`config.mk`:
```
export PLATFORM = sky130hd
export DESIGN_NAME = mda_adc_poller_flat
export DESIGN_NICKNAME = d
export VERILOG_FILES = /design/src/rtl/mda_adc_poller_pkg.sv /design/src/rtl/mda_adc_poller_if.sv /design/src/rtl/mda_adc_poller_fifo.sv /design/src/rtl/mda_adc_poller.sv /design/src/flat_wrapper.sv
export SDC_FILE = /design/constraint.sdc
export NUM_CORES = 1
export LEC_CHECK = 0
export CORE_UTILIZATION = 50
export CTS_BUF_LIST = sky130_fd_sc_hd__clkbuf_4 sky130_fd_sc_hd__clkbuf_8
export CTS_CLUSTER_DIAMETER = 120
export DETAILED_ROUTE_END_ITERATION = 8
export GPL_TIMING_DRIVEN = 0
export MAX_ROUTING_LAYER = met4
export PLACE_DENSITY = 0.78
export SYNTH_ARGS = -nofsm -noshare
export SYNTH_HDL_FRONTEND = slang
export SYNTH_SLANG_ARGS = --single-unit
```
`constraint.sdc`:
```
create_clock -name master_clk -period 3.2 [get_ports master_clk]
set_input_delay 0.48 -clock master_clk [delete_from_list [all_inputs] [get_ports master_clk]]
set_output_delay 0.48 -clock master_clk [all_outputs]
set_load 0.05 [all_outputs]
```
`src/rtl/mda_adc_poller_pkg.sv`:
```
// mda_adc_pkg: shared constants, FSM states and FIFO entry layout for the ADC poller (MDA_ADC_POLLER_TIMESTAMP_EN adds a timestamp field)
package mda_adc_pkg;
    localparam int ADC_DATA_W = 12;
    localparam int ADC_NUM_CH = 8;
    localparam int ADC_ADDR_W = $clog2(ADC_NUM_CH);

    typedef enum logic [1:0] {ST_IDLE, ST_ISSUE, ST_WAIT, ST_PUSH} state_e;

    typedef struct packed {
        logic [ADC_ADDR_W-1:0] ch;
        logic [ADC_DATA_W-1:0] data;
`ifdef MDA_ADC_POLLER_TIMESTAMP_EN
        logic [31:0]           ts;
`endif
    } adc_entry_t;
endpackage

```
`src/rtl/mda_adc_poller_if.sv`:
```
// mda_adc_poller_if: Avalon-MM read bus toward the ADC plus the ready/valid sample stream (MDA_ADC_POLLER_TIMESTAMP_EN adds sample_ts)
interface mda_adc_poller_if #(
    parameter int ADDR_W = 3,
    parameter int DATA_W = 12
);
    logic              chipselect_n;
    logic              read_n;
    logic              write_n;
    logic [ADDR_W-1:0] addr;
    logic [31:0]       writedata;
    logic [31:0]       readdata;
    logic              sample_valid;
    logic              sample_ready;
    logic [ADDR_W-1:0] sample_ch;
    logic [DATA_W-1:0] sample_data;
`ifdef MDA_ADC_POLLER_TIMESTAMP_EN
    logic [31:0]       sample_ts;
`endif

    modport master (
        output chipselect_n, read_n, write_n, addr, writedata,
        output sample_valid, sample_ch, sample_data,
`ifdef MDA_ADC_POLLER_TIMESTAMP_EN
        output sample_ts,
`endif
        input  readdata, sample_ready
    );

    modport slave (
        input  chipselect_n, read_n, write_n, addr, writedata,
        input  sample_valid, sample_ch, sample_data,
`ifdef MDA_ADC_POLLER_TIMESTAMP_EN
        input  sample_ts,
`endif
        output readdata, sample_ready
    );
endinterface

```
`src/rtl/mda_adc_poller_fifo.sv`:
```
// mda_sync_fifo: single-clock first-word-fall-through FIFO; DEPTH must be a power of 2 (>= 2)
module mda_sync_fifo #(
    parameter int WIDTH = 8,
    parameter int DEPTH = 16
) (
    input  logic             clk,
    input  logic             rst_n,
    input  logic             push,
    input  logic [WIDTH-1:0] din,
    input  logic             pop,
    output logic [WIDTH-1:0] dout,
    output logic             full,
    output logic             empty
);
    localparam int AW = $clog2(DEPTH);

    logic [WIDTH-1:0] mem [DEPTH];
    logic [AW:0]      wr_ptr;
    logic [AW:0]      rd_ptr;
    logic             do_push;
    logic             do_pop;

    assign empty   = wr_ptr == rd_ptr;
    assign full    = (wr_ptr[AW] != rd_ptr[AW]) && (wr_ptr[AW-1:0] == rd_ptr[AW-1:0]);
    assign do_pop  = pop && !empty;
    assign do_push = push && (!full || do_pop);
    assign dout    = empty ? '0 : mem[rd_ptr[AW-1:0]];

    // Pointers carry one extra wrap bit so full and empty are distinguishable.
    always_ff @(posedge clk or negedge rst_n) begin
        if (!rst_n) begin
            wr_ptr <= '0;
            rd_ptr <= '0;
        end else begin
            wr_ptr <= wr_ptr + (do_push ? 1'b1 : 1'b0);
            rd_ptr <= rd_ptr + (do_pop ? 1'b1 : 1'b0);
        end
    end

    // Storage needs no reset; the pointers define what is valid.
    always_ff @(posedge clk) begin
        if (do_push) mem[wr_ptr[AW-1:0]] <= din;
    end
endmodule

```
`src/rtl/mda_adc_poller.sv`:
```
// mda_adc_poller: periodic Avalon-MM sweep of ADC channel registers into a sample FIFO; `define MDA_ADC_POLLER_TIMESTAMP_EN to tag samples with a sweep timestamp
module mda_adc_poller
    import mda_adc_pkg::*;
#(
    parameter int NUM_CH       = ADC_NUM_CH,
    parameter int ADDR_W       = 3,
    parameter int DATA_W       = ADC_DATA_W,
    parameter int READ_LATENCY = 1,
    parameter int PERIOD       = 5000,
    parameter int FIFO_DEPTH   = 16
) (
    input  logic             master_clk,
    input  logic             master_reset_n,
    input  logic             enable,
    input  logic             clear_flags,
    mda_adc_poller_if.master bus,
    output logic             overflow,
    output logic             missed_sweep,
    output logic             busy
);
    localparam logic [1:0] IDLE  = ST_IDLE;
    localparam logic [1:0] ISSUE = ST_ISSUE;
    localparam logic [1:0] WAIT  = ST_WAIT;
    localparam logic [1:0] PUSH  = ST_PUSH;
    localparam int CW = $clog2(PERIOD);
    localparam int LW = READ_LATENCY > 1 ? $clog2(READ_LATENCY) : 1;
`ifdef MDA_ADC_POLLER_TIMESTAMP_EN
    localparam int FW = ADDR_W + DATA_W + 32;
`else
    localparam int FW = ADDR_W + DATA_W;
`endif

    logic [1:0]        state;
    logic [CW-1:0]     cnt;
    logic [LW-1:0]     lat;
    logic [ADDR_W-1:0] ch;
    logic [DATA_W-1:0] data;
    logic              pending;
    logic              tick;
    logic              push;
    logic              pop;
    logic              fifo_full;
    logic              fifo_empty;
    logic [FW-1:0]     fifo_in;
    logic [FW-1:0]     fifo_out;
    logic              unused_rd;

    assign tick      = enable && cnt == CW'(PERIOD - 1);
    assign push      = state == PUSH;
    assign pop       = bus.sample_valid && bus.sample_ready;
    assign busy      = state != IDLE;
    assign unused_rd = ^bus.readdata;

    // Strobes decode straight from state so an async reset drops them at once.
    assign bus.chipselect_n = state != ISSUE;
    assign bus.read_n       = state != ISSUE;
    assign bus.addr         = ch;
    assign bus.write_n      = 1'b1;
    assign bus.writedata    = '0;
    assign bus.sample_valid = !fifo_empty;

    // Sweep period counter; held at 0 while disabled.
    always_ff @(posedge master_clk or negedge master_reset_n) begin
        if (!master_reset_n) cnt <= '0;
        else cnt <= (!enable || tick) ? '0 : cnt + 1'b1;
    end

    // At most one sweep is queued; a newer tick wins over the dequeue.
    always_ff @(posedge master_clk or negedge master_reset_n) begin
        if (!master_reset_n) pending <= 1'b0;
        else if (!enable) pending <= 1'b0;
        else if (tick) pending <= 1'b1;
        else if (state == IDLE) pending <= 1'b0;
    end

    // Sticky flags; clear_flags beats a same-cycle set.
    always_ff @(posedge master_clk or negedge master_reset_n) begin
        if (!master_reset_n) begin
            overflow     <= 1'b0;
            missed_sweep <= 1'b0;
        end else if (clear_flags) begin
            overflow     <= 1'b0;
            missed_sweep <= 1'b0;
        end else begin
            if (push && fifo_full && !pop) overflow <= 1'b1;
            if (tick && pending) missed_sweep <= 1'b1;
        end
    end

    // Per channel: one strobe cycle, READ_LATENCY wait cycles, one push cycle.
    always_ff @(posedge master_clk or negedge master_reset_n) begin
        if (!master_reset_n) begin
            state <= IDLE;
            ch    <= '0;
            lat   <= '0;
            data  <= '0;
        end else begin
            case (state)
                IDLE: if (pending) begin
                    ch    <= '0;
                    state <= ISSUE;
                end
                ISSUE: begin
                    lat   <= LW'(READ_LATENCY - 1);
                    state <= WAIT;
                end
                WAIT: if (lat == '0) begin
                    data  <= bus.readdata[DATA_W-1:0];
                    state <= PUSH;
                end else begin
                    lat <= lat - 1'b1;
                end
                PUSH: if (ch == ADDR_W'(NUM_CH - 1)) begin
                    state <= IDLE;
                end else begin
                    ch    <= ch + 1'b1;
                    state <= ISSUE;
                end
                default: state <= IDLE;
            endcase
        end
    end

`ifdef MDA_ADC_POLLER_TIMESTAMP_EN
    logic [31:0] ts_cnt;
    logic [31:0] ts_sweep;

    // Free-running cycle counter, latched once when a sweep starts.
    always_ff @(posedge master_clk or negedge master_reset_n) begin
        if (!master_reset_n) begin
            ts_cnt   <= '0;
            ts_sweep <= '0;
        end else begin
            ts_cnt <= ts_cnt + 1'b1;
            if (state == IDLE && pending) ts_sweep <= ts_cnt;
        end
    end

    assign fifo_in = {ch, data, ts_sweep};
    assign {bus.sample_ch, bus.sample_data, bus.sample_ts} = fifo_out;
`else
    assign fifo_in = {ch, data};
    assign {bus.sample_ch, bus.sample_data} = fifo_out;
`endif

    mda_sync_fifo #(.WIDTH(FW), .DEPTH(FIFO_DEPTH)) u_fifo (
        .clk   (master_clk),
        .rst_n (master_reset_n),
        .push  (push),
        .din   (fifo_in),
        .pop   (pop),
        .dout  (fifo_out),
        .full  (fifo_full),
        .empty (fifo_empty)
    );
endmodule

```
`src/flat_wrapper.sv`:
```
// flat-port wrapper written by rule: the top's interface ports become plain ports
module mda_adc_poller_flat import mda_adc_pkg::*;
#(
    parameter int NUM_CH       = ADC_NUM_CH,
    parameter int ADDR_W       = 3,
    parameter int DATA_W       = ADC_DATA_W,
    parameter int READ_LATENCY = 1,
    parameter int PERIOD       = 5000,
    parameter int FIFO_DEPTH   = 16
)
  (master_clk, master_reset_n, enable, clear_flags, overflow, missed_sweep, busy, bus_chipselect_n, bus_read_n, bus_write_n, bus_addr, bus_writedata, bus_sample_valid, bus_sample_ch, bus_sample_data, bus_readdata, bus_sample_ready);
  mda_adc_poller_if #(.ADDR_W(ADDR_W), .DATA_W(DATA_W)) bus_i ();
  input  logic master_clk;
  input  logic master_reset_n;
  input  logic enable;
  input  logic clear_flags;
  output logic overflow;
  output logic missed_sweep;
  output logic busy;
  output wire logic [$bits(bus_i.chipselect_n)-1:0] bus_chipselect_n;
  output wire logic [$bits(bus_i.read_n)-1:0] bus_read_n;
  output wire logic [$bits(bus_i.write_n)-1:0] bus_write_n;
  output wire logic [$bits(bus_i.addr)-1:0] bus_addr;
  output wire logic [$bits(bus_i.writedata)-1:0] bus_writedata;
  output wire logic [$bits(bus_i.sample_valid)-1:0] bus_sample_valid;
  output wire logic [$bits(bus_i.sample_ch)-1:0] bus_sample_ch;
  output wire logic [$bits(bus_i.sample_data)-1:0] bus_sample_data;
  input wire logic [$bits(bus_i.readdata)-1:0] bus_readdata;
  input wire logic [$bits(bus_i.sample_ready)-1:0] bus_sample_ready;
  assign bus_chipselect_n = bus_i.chipselect_n;
  assign bus_read_n = bus_i.read_n;
  assign bus_write_n = bus_i.write_n;
  assign bus_addr = bus_i.addr;
  assign bus_writedata = bus_i.writedata;
  assign bus_sample_valid = bus_i.sample_valid;
  assign bus_sample_ch = bus_i.sample_ch;
  assign bus_sample_data = bus_i.sample_data;
  assign bus_i.readdata = bus_readdata;
  assign bus_i.sample_ready = bus_sample_ready;
  mda_adc_poller #(.NUM_CH(NUM_CH), .ADDR_W(ADDR_W), .DATA_W(DATA_W), .READ_LATENCY(READ_LATENCY), .PERIOD(PERIOD), .FIFO_DEPTH(FIFO_DEPTH)) u_core (.master_clk(master_clk), .master_reset_n(master_reset_n), .enable(enable), .clear_flags(clear_flags), .bus(bus_i), .overflow(overflow), .missed_sweep(missed_sweep), .busy(busy));
endmodule
```
# ---- Yosys cells after proc, flatten, opt, wreduce, memory -nomap -nowiden
# Memories as Yosys holds them, arrays and structs flattened.
# Index checks and enable logic that the tools add are counted.
dict set report totals {
  regBits 44
  ram_bits 240
  elab_cells 75
  mem_count 1
}
# name words word_bits rd rd_ports_with_merged_regs wr line_no
set memory_table {}
lappend memory_table {u_core.u_fifo.mem 16 15 1 0 1 mda_adc_poller_fifo.sv:17} ;# logic [WIDTH-1:0] mem [DEPTH];
dict set report classes {
  n_addsub 5
  n_eq_ne 13
  mux 22
  bitwise 1
  reduce_logical 23
}
# operator count
set op_table {}
lappend op_table {{$mux W15} 1}
lappend op_table {{$add A13 B1 Y13 const B} 1}
lappend op_table {{$eq A13 B13 Y1 const B} 1}
lappend op_table {{$mux W1} 13}
lappend op_table {{$mux W13} 1}
lappend op_table {{$add A5 B1 Y5} 2}
lappend op_table {{$reduce_bool A2 Y1} 5}
lappend op_table {{$logic_and A1 B1 Y1} 8}
lappend op_table {{$pmux W2 S4} 1}
lappend op_table {{$mux W3} 2}
lappend op_table {{$pmux W3 S2} 1}
lappend op_table {{$eq A5 B5 Y1} 1}
lappend op_table {{$eq A2 B2 Y1 const B} 2}
lappend op_table {{$eq A4 B4 Y1} 1}
lappend op_table {{$logic_not A1 Y1} 4}
lappend op_table {{$mux W2} 2}
lappend op_table {{$ne A2 B1 Y1 const B} 2}
lappend op_table {{$ne A2 B2 Y1 const B} 2}
lappend op_table {{$reduce_and A2 Y1} 2}
lappend op_table {{$add A3 B1 Y3 const B} 1}
lappend op_table {{$eq A3 B3 Y1 const B} 1}
lappend op_table {{$ne A3 B1 Y1 const B} 1}
lappend op_table {{$reduce_and A3 Y1} 1}
lappend op_table {{$eq A2 B1 Y1 const B} 1}
lappend op_table {{other kinds (6)} 7}

# ---- Longest topological paths before layout
# Gate-level depths: netlist (run 1).
dict set report logic_depth {
  word_depth 8
  depth_mapped 11
  mapped_depth_nobuf 8
}

# ---- Modules after synthesis
# From an unflattened synthesis (run 1), not the netlist that was laid out.
dict set report hier_totals {
  cells_unflattened 634
  hier_area_um2 11685.0
}
# mod n_inst cells_each area_each_um2 seq_area_each_um2
set modules_own_cells {}
lappend modules_own_cells {mda_sync_fifo 1 455 9811.9 7457.2}
lappend modules_own_cells {mda_adc_poller 1 179 1873.0 825.8}

# ---- Least setup slack after synthesis (run 1)
# No wires, ideal clock.
dict set report synth_path {
  path_kind {flip-flop to flip-flop}
  startpoint {reg u_core.u_fifo.rd_ptr[1]}
  endpoint {mem u_core.u_fifo.mem[12][0] in the netlist's numbering, enable pin}
  setup_time_ns 0.426
  t_arrival_ns 2.597
  slack_ns 0.177
  path_stages_with_launch 7
  period_less_slack_ns 3.023
  cell_sequence {dfrtp_1 buf_4 xor2_1 nor4_2 a21bo_1 buf_4 nor4_1}
}
dict set report synth_via {
  elab_chain_len 8
  word_cells_on_any_way 11
  classes_between {eq/ne (2); mux (2); reduce/logical (7)}
}
# element line_no
set synth_rtl {}
lappend synth_rtl {{from (decl)} mda_adc_poller_fifo.sv:19} ;# logic [AW:0] rd_ptr;
lappend synth_rtl {{from (signal assigned)} mda_adc_poller_fifo.sv:36} ;# rd_ptr <= rd_ptr + (do_pop ? 1'b1 : 1'b0);
lappend synth_rtl {{$eq A5 B5 Y1} mda_adc_poller_fifo.sv:23} ;# assign empty = wr_ptr == rd_ptr;
lappend synth_rtl {{$logic_not A1 Y1} {mda_adc_poller_fifo.sv:25, mda_adc_poller.sv:60}}
lappend synth_rtl {{$logic_and A1 B1 Y1} mda_adc_poller.sv:50} ;# assign pop = bus.sample_valid && bus.sample_ready;
lappend synth_rtl {{$logic_and A1 B1 Y1} mda_adc_poller_fifo.sv:25} ;# assign do_pop = pop && !empty;
lappend synth_rtl {{$logic_or A1 B1 Y1 (*)} mda_adc_poller_fifo.sv:26} ;# assign do_push = push && (!full || do_pop);
lappend synth_rtl {{$logic_and A1 B1 Y1 (*)} mda_adc_poller_fifo.sv:26}
lappend synth_rtl {{$mux W1 (*)} mda_adc_poller_fifo.sv:42} ;# if (do_push) mem[wr_ptr[AW-1:0]] <= din;
lappend synth_rtl {{$mux W1 (not written as such) (*)} mda_adc_poller_fifo.sv:42}
lappend synth_rtl {{to (decl)} mda_adc_poller_fifo.sv:17}
# Mark *: on every way between the ends. The rest lies on a longest branch, timed or not.

# ---- Final worst setup path (run 1)
dict set report layout_path {
  startpoint {reg u_core.u_fifo.rd_ptr[0]}
  endpoint {out bus_sample_ch[2]}
}
dict set report layout_via {
  elab_chain_len 2
  word_cells_on_any_way 3
  classes_between {eq/ne (1); mux (1); memory (1)}
}
# element line_no
set layout_rtl {}
lappend layout_rtl {{$mem_v2 Z16 W15 / $eq A5 B5 Y1 (equally long branches)} -}
lappend layout_rtl {{$mux W15 (*)} mda_adc_poller_fifo.sv:27} ;# assign dout = empty ? '0 : mem[rd_ptr[AW-1:0]];
lappend layout_rtl {{to (decl)} flat_wrapper.sv:26} ;# output wire logic [$bits(bus_i.sample_ch)-1:0] bus_sample_ch;
# Marked as above.

==> results of run 1 <==
power by group:
group          internal (W)  leakage, nW  switching [W]
registers           0.00473         2.74       0.000525
clock network       0.00153        0.442        0.00130
logic               0.00170         1.60        0.00269
total               0.00795         4.78        0.00451
logic make-up after synthesis:
family / Yosys count / share of synthesized area, %
flip-flops: 283 / 72.61
AND/OR/NAND/NOR: 75 / 3.554
multiplexers: 73 / 13.13
buffers and inverters: 73 / 4.212
AO/OA/AOI/OAI: 59 / 3.532
XOR/XNOR: 22 / 1.689
adder cells (fa/ha/maj): 11 / 1.207
other: 2 / 0.06584
final cells by class:
type	count	area [sq um]	area share, %
plain buffers	66	474.2	3.525
clock buffers	62	759.5	5.646
clock inverters	16	68.82	0.5116
inverters	6	22.52	0.1674
multi-input cells	273	2850	21.19
flip-flops and latches	283	8283	61.58
well taps	280	350.3	2.604
repair buffers	65	643.1	4.781
cell usage in the layout (no fill, tap or decap), drive strengths merged, types with 2 or more instances in the layout:
master and n:
a21oi 15, a22o 5, a22oi 30, and2 5, and3 3, and4 2
buf 82, clkbuf 75, clkdlybuf4s15 11, clkdlybuf4s50 23, clkinv 15, conb 33
dfrtp 43, edfxtp 240, ha 11, inv 7, mux2 13, mux4 60
nand2 9, nand2b 5, nand3 5, nand4 6, nor2 16, nor2b 5
nor3 9, nor4 8, o21ai 5, xnor2 6, xor2 16
worst max-delay path, cell delays in order, from the launching register on:
cell and delay (ns):
dfrtp_1 0.36, buf_6 0.16, buf_6 0.21, mux4_2 0.53, a22oi_1 0.27, a21oi_1 0.16, clkdlybuf4s15_2 0.36
sequential cells by signal, summed over array words and instances, names as in the netlist:
signal	count
u_core.u_fifo.mem	240
u_core.cnt	13
u_core.data	12
u_core.u_fifo.rd_ptr	5
u_core.u_fifo.wr_ptr	5
u_core.bus.addr	3
u_core.state	2
u_core.missed_sweep	1
u_core.overflow	1
u_core.pending	1
worst max-delay path by stage:
stage	from	to	slack (ns)
2_1_floorplan	u_core.u_fifo.rd_ptr[1]	u_core.u_fifo.mem[12][0]	0.18
3_3_place_gp	bus_sample_ready	u_core.u_fifo.mem[12][7]	-1.33
3_5_place_dp	u_core.u_fifo.rd_ptr[3]	bus_sample_data[11]	-0.10
4_1_cts	u_core.u_fifo.rd_ptr[3]	bus_sample_data[11]	-0.07
5_1_grt	u_core.u_fifo.rd_ptr[0]	bus_sample_data[3]	0.004
6_report	u_core.u_fifo.rd_ptr[0]	bus_sample_ch[2]	0.09
layer usage:
metal	part of all wire [%]	GRT usage [%]	vias up
met1	40	26.48	3059
met5	0	-	-
met4	2.1	6.349	0
met3	7.3	4.196	46
met2	50	34.46	273
li1	-	-	2610
through the flow:
stage          cells  utilization, %  setup WS (ns)
2_1_floorplan    629               -         0.1771
3_3_place_gp     949           55.56         -1.326
3_5_place_dp     972           56.98        -0.1001
4_1_cts         1051           60.94       -0.07322
5_1_grt         1051           60.88       0.004498
6_report        1051           60.88        0.09060
timing repair:
action                                  4_1_cts  5_1_grt
hold buffers                                  1        0
pin swaps                                     0        1
gates resized for setup                      56       11
endpoints found under the setup margin       16       16
setup buffers                                 0        1
hold endpoints to repair                     18        0
==> results by group, run 1 <==
Outcome
  • Status: complete, no violations

Routing
  • Routed Antenna Nets: 0
  • Routed wire length: 22,860 um
  • Average wire per standard cell: 21.75 um
  • Post-detailed-route DRC marker count: 0
  • Vias per cell: 5.697
  • Detailed Route Iter0 Violations: 498
  • Drt first pass iters: 4
  • Via count: 5,988

Clocking
  • Clock latency on the worst-skew pair: 0.56 ns
  • H-tree levels: 2
  • Bufs on Longest Clock Path: 3
  • TritonCTS clock tree: done
  • CTS root buf: clkbuf_8
  • Number of CTS-inserted buffers: 44
  • Clock sinks: 283
  • CTS clk-pin slew, worst paths: 0.06 ns

STA
  • Max Fclk: 321.6 MHz
  • Final clock skew: 0.01926 ns
  • Slew Viols, Final: 0
  • Rel. slew slack: 39.08%
  • Final hold viol count: 0
  • Unrepaired setup endpoints after global routing: false
  • Min Tclk post-route: 3.109 ns
  • Setup TNS: 0 ns
  • Final Cycle Share: 97.17%
  • Actual slew at the worst max-slew pin: 0.9104 ns
  • Final setup vio count: 0
  • Worst Hold Slack: 0.4344 ns

Worst setup path
  • Worst reg2reg path startpoint: u_core.u_fifo.wr_ptr[1]
  • R2R depth: 9
  • Internal reg-to-reg setup slack: 0.37 ns
  • Crit path max fanout: 10
  • Reg2reg end: u_core.u_fifo.mem[0][5]
  • CP Launch Type: register
  • Worst EP required: 2.72 ns
  • Crit path DAT: 2.63 ns
  • Kind of critical path: reg -> out
  • CP endpoint kind: primary output

Cells and area
  • Final Cell Area: 13,450 sq um
  • Final net count: 787
  • Share of cells above drive strength 1: 33.98%
  • # diodes: 0
  • Area Overhead vs Synth: 17.92%
  • Filler cells: 1,563

Pwr
  • Pleak: 4.782 nW
  • PwrDens: 926.8 nW/um^2
  • Peak VDD IR: 1.058 mV
  • Final Total Pwr: 0.01247 W

Synthesis
  • Area leader, netlist: edfxtp_1
  • Avg Inst Size Synth: 19.08 sq um
  • Seq cells post-synth: 283
  • Ys Warns: 0
  • Cells after Synth: 598
  • Count leader, synth: edfxtp_1
  • Post-Syn Area: 11,410 sq um
  • Register area share after synthesis: 72.61%
  • Synth unique cells: 38
  • Top cells by count, synth: edfxtp_1, mux4_2, dfrtp_1
  • Post-synth EDFFs: 240
  • Top-area cell type share of the netlist area: 63.18%
  • Ys flop type: edfxtp_1
  • Fraction of registers with async set/reset: 15.19%
  • Top cells by area, synth: edfxtp_1, mux4_2, dfrtp_1, buf_4, a22oi_1

Global route
  • Largest net degree at the start of global routing: 26
  • Vias in the first global route: 6,196
  • GRT overflow: 0
  • First-pass GRT wire length: 35,350 um
  • GRT Resource Usage Total: 20.97%
  • Initial antenna violation count: 0

Floorplan
  • Die H: 153.0 um
  • Core Box Area: 22,090 sq um
  • Die width: 153.0 um
  • I/O pin cnt: 94
  • Starting density of the core: 51.63%
  • Rows: 54
  • Die Area: 23,420 sq um

Placement
  • Final Wtd Congestion: 0.8181
  • Final HPWL DP: 15,770 um
  • Port-buffer cells: 40
  • DP Area: 12,590 sq um

Hold path
  • Hold WC Path Type: in -> async

Run
  • Max-cap viol count: 0
Note: power is estimated with default switching activity, not from simulation.
==> run 2, diff against run 1 <==
--- a/config.mk
+++ b/config.mk
@@ -12,6 +12,7 @@
 export GPL_TIMING_DRIVEN = 0
 export MAX_ROUTING_LAYER = met4
 export PLACE_DENSITY = 0.78
+export SKIP_LAST_GASP = 1
 export SYNTH_ARGS = -nofsm -noshare
 export SYNTH_HDL_FRONTEND = slang
 export SYNTH_SLANG_ARGS = --single-unit
==> results of run 2 <==
The final DEF is identical to that of run 1; final timing and power are the same.
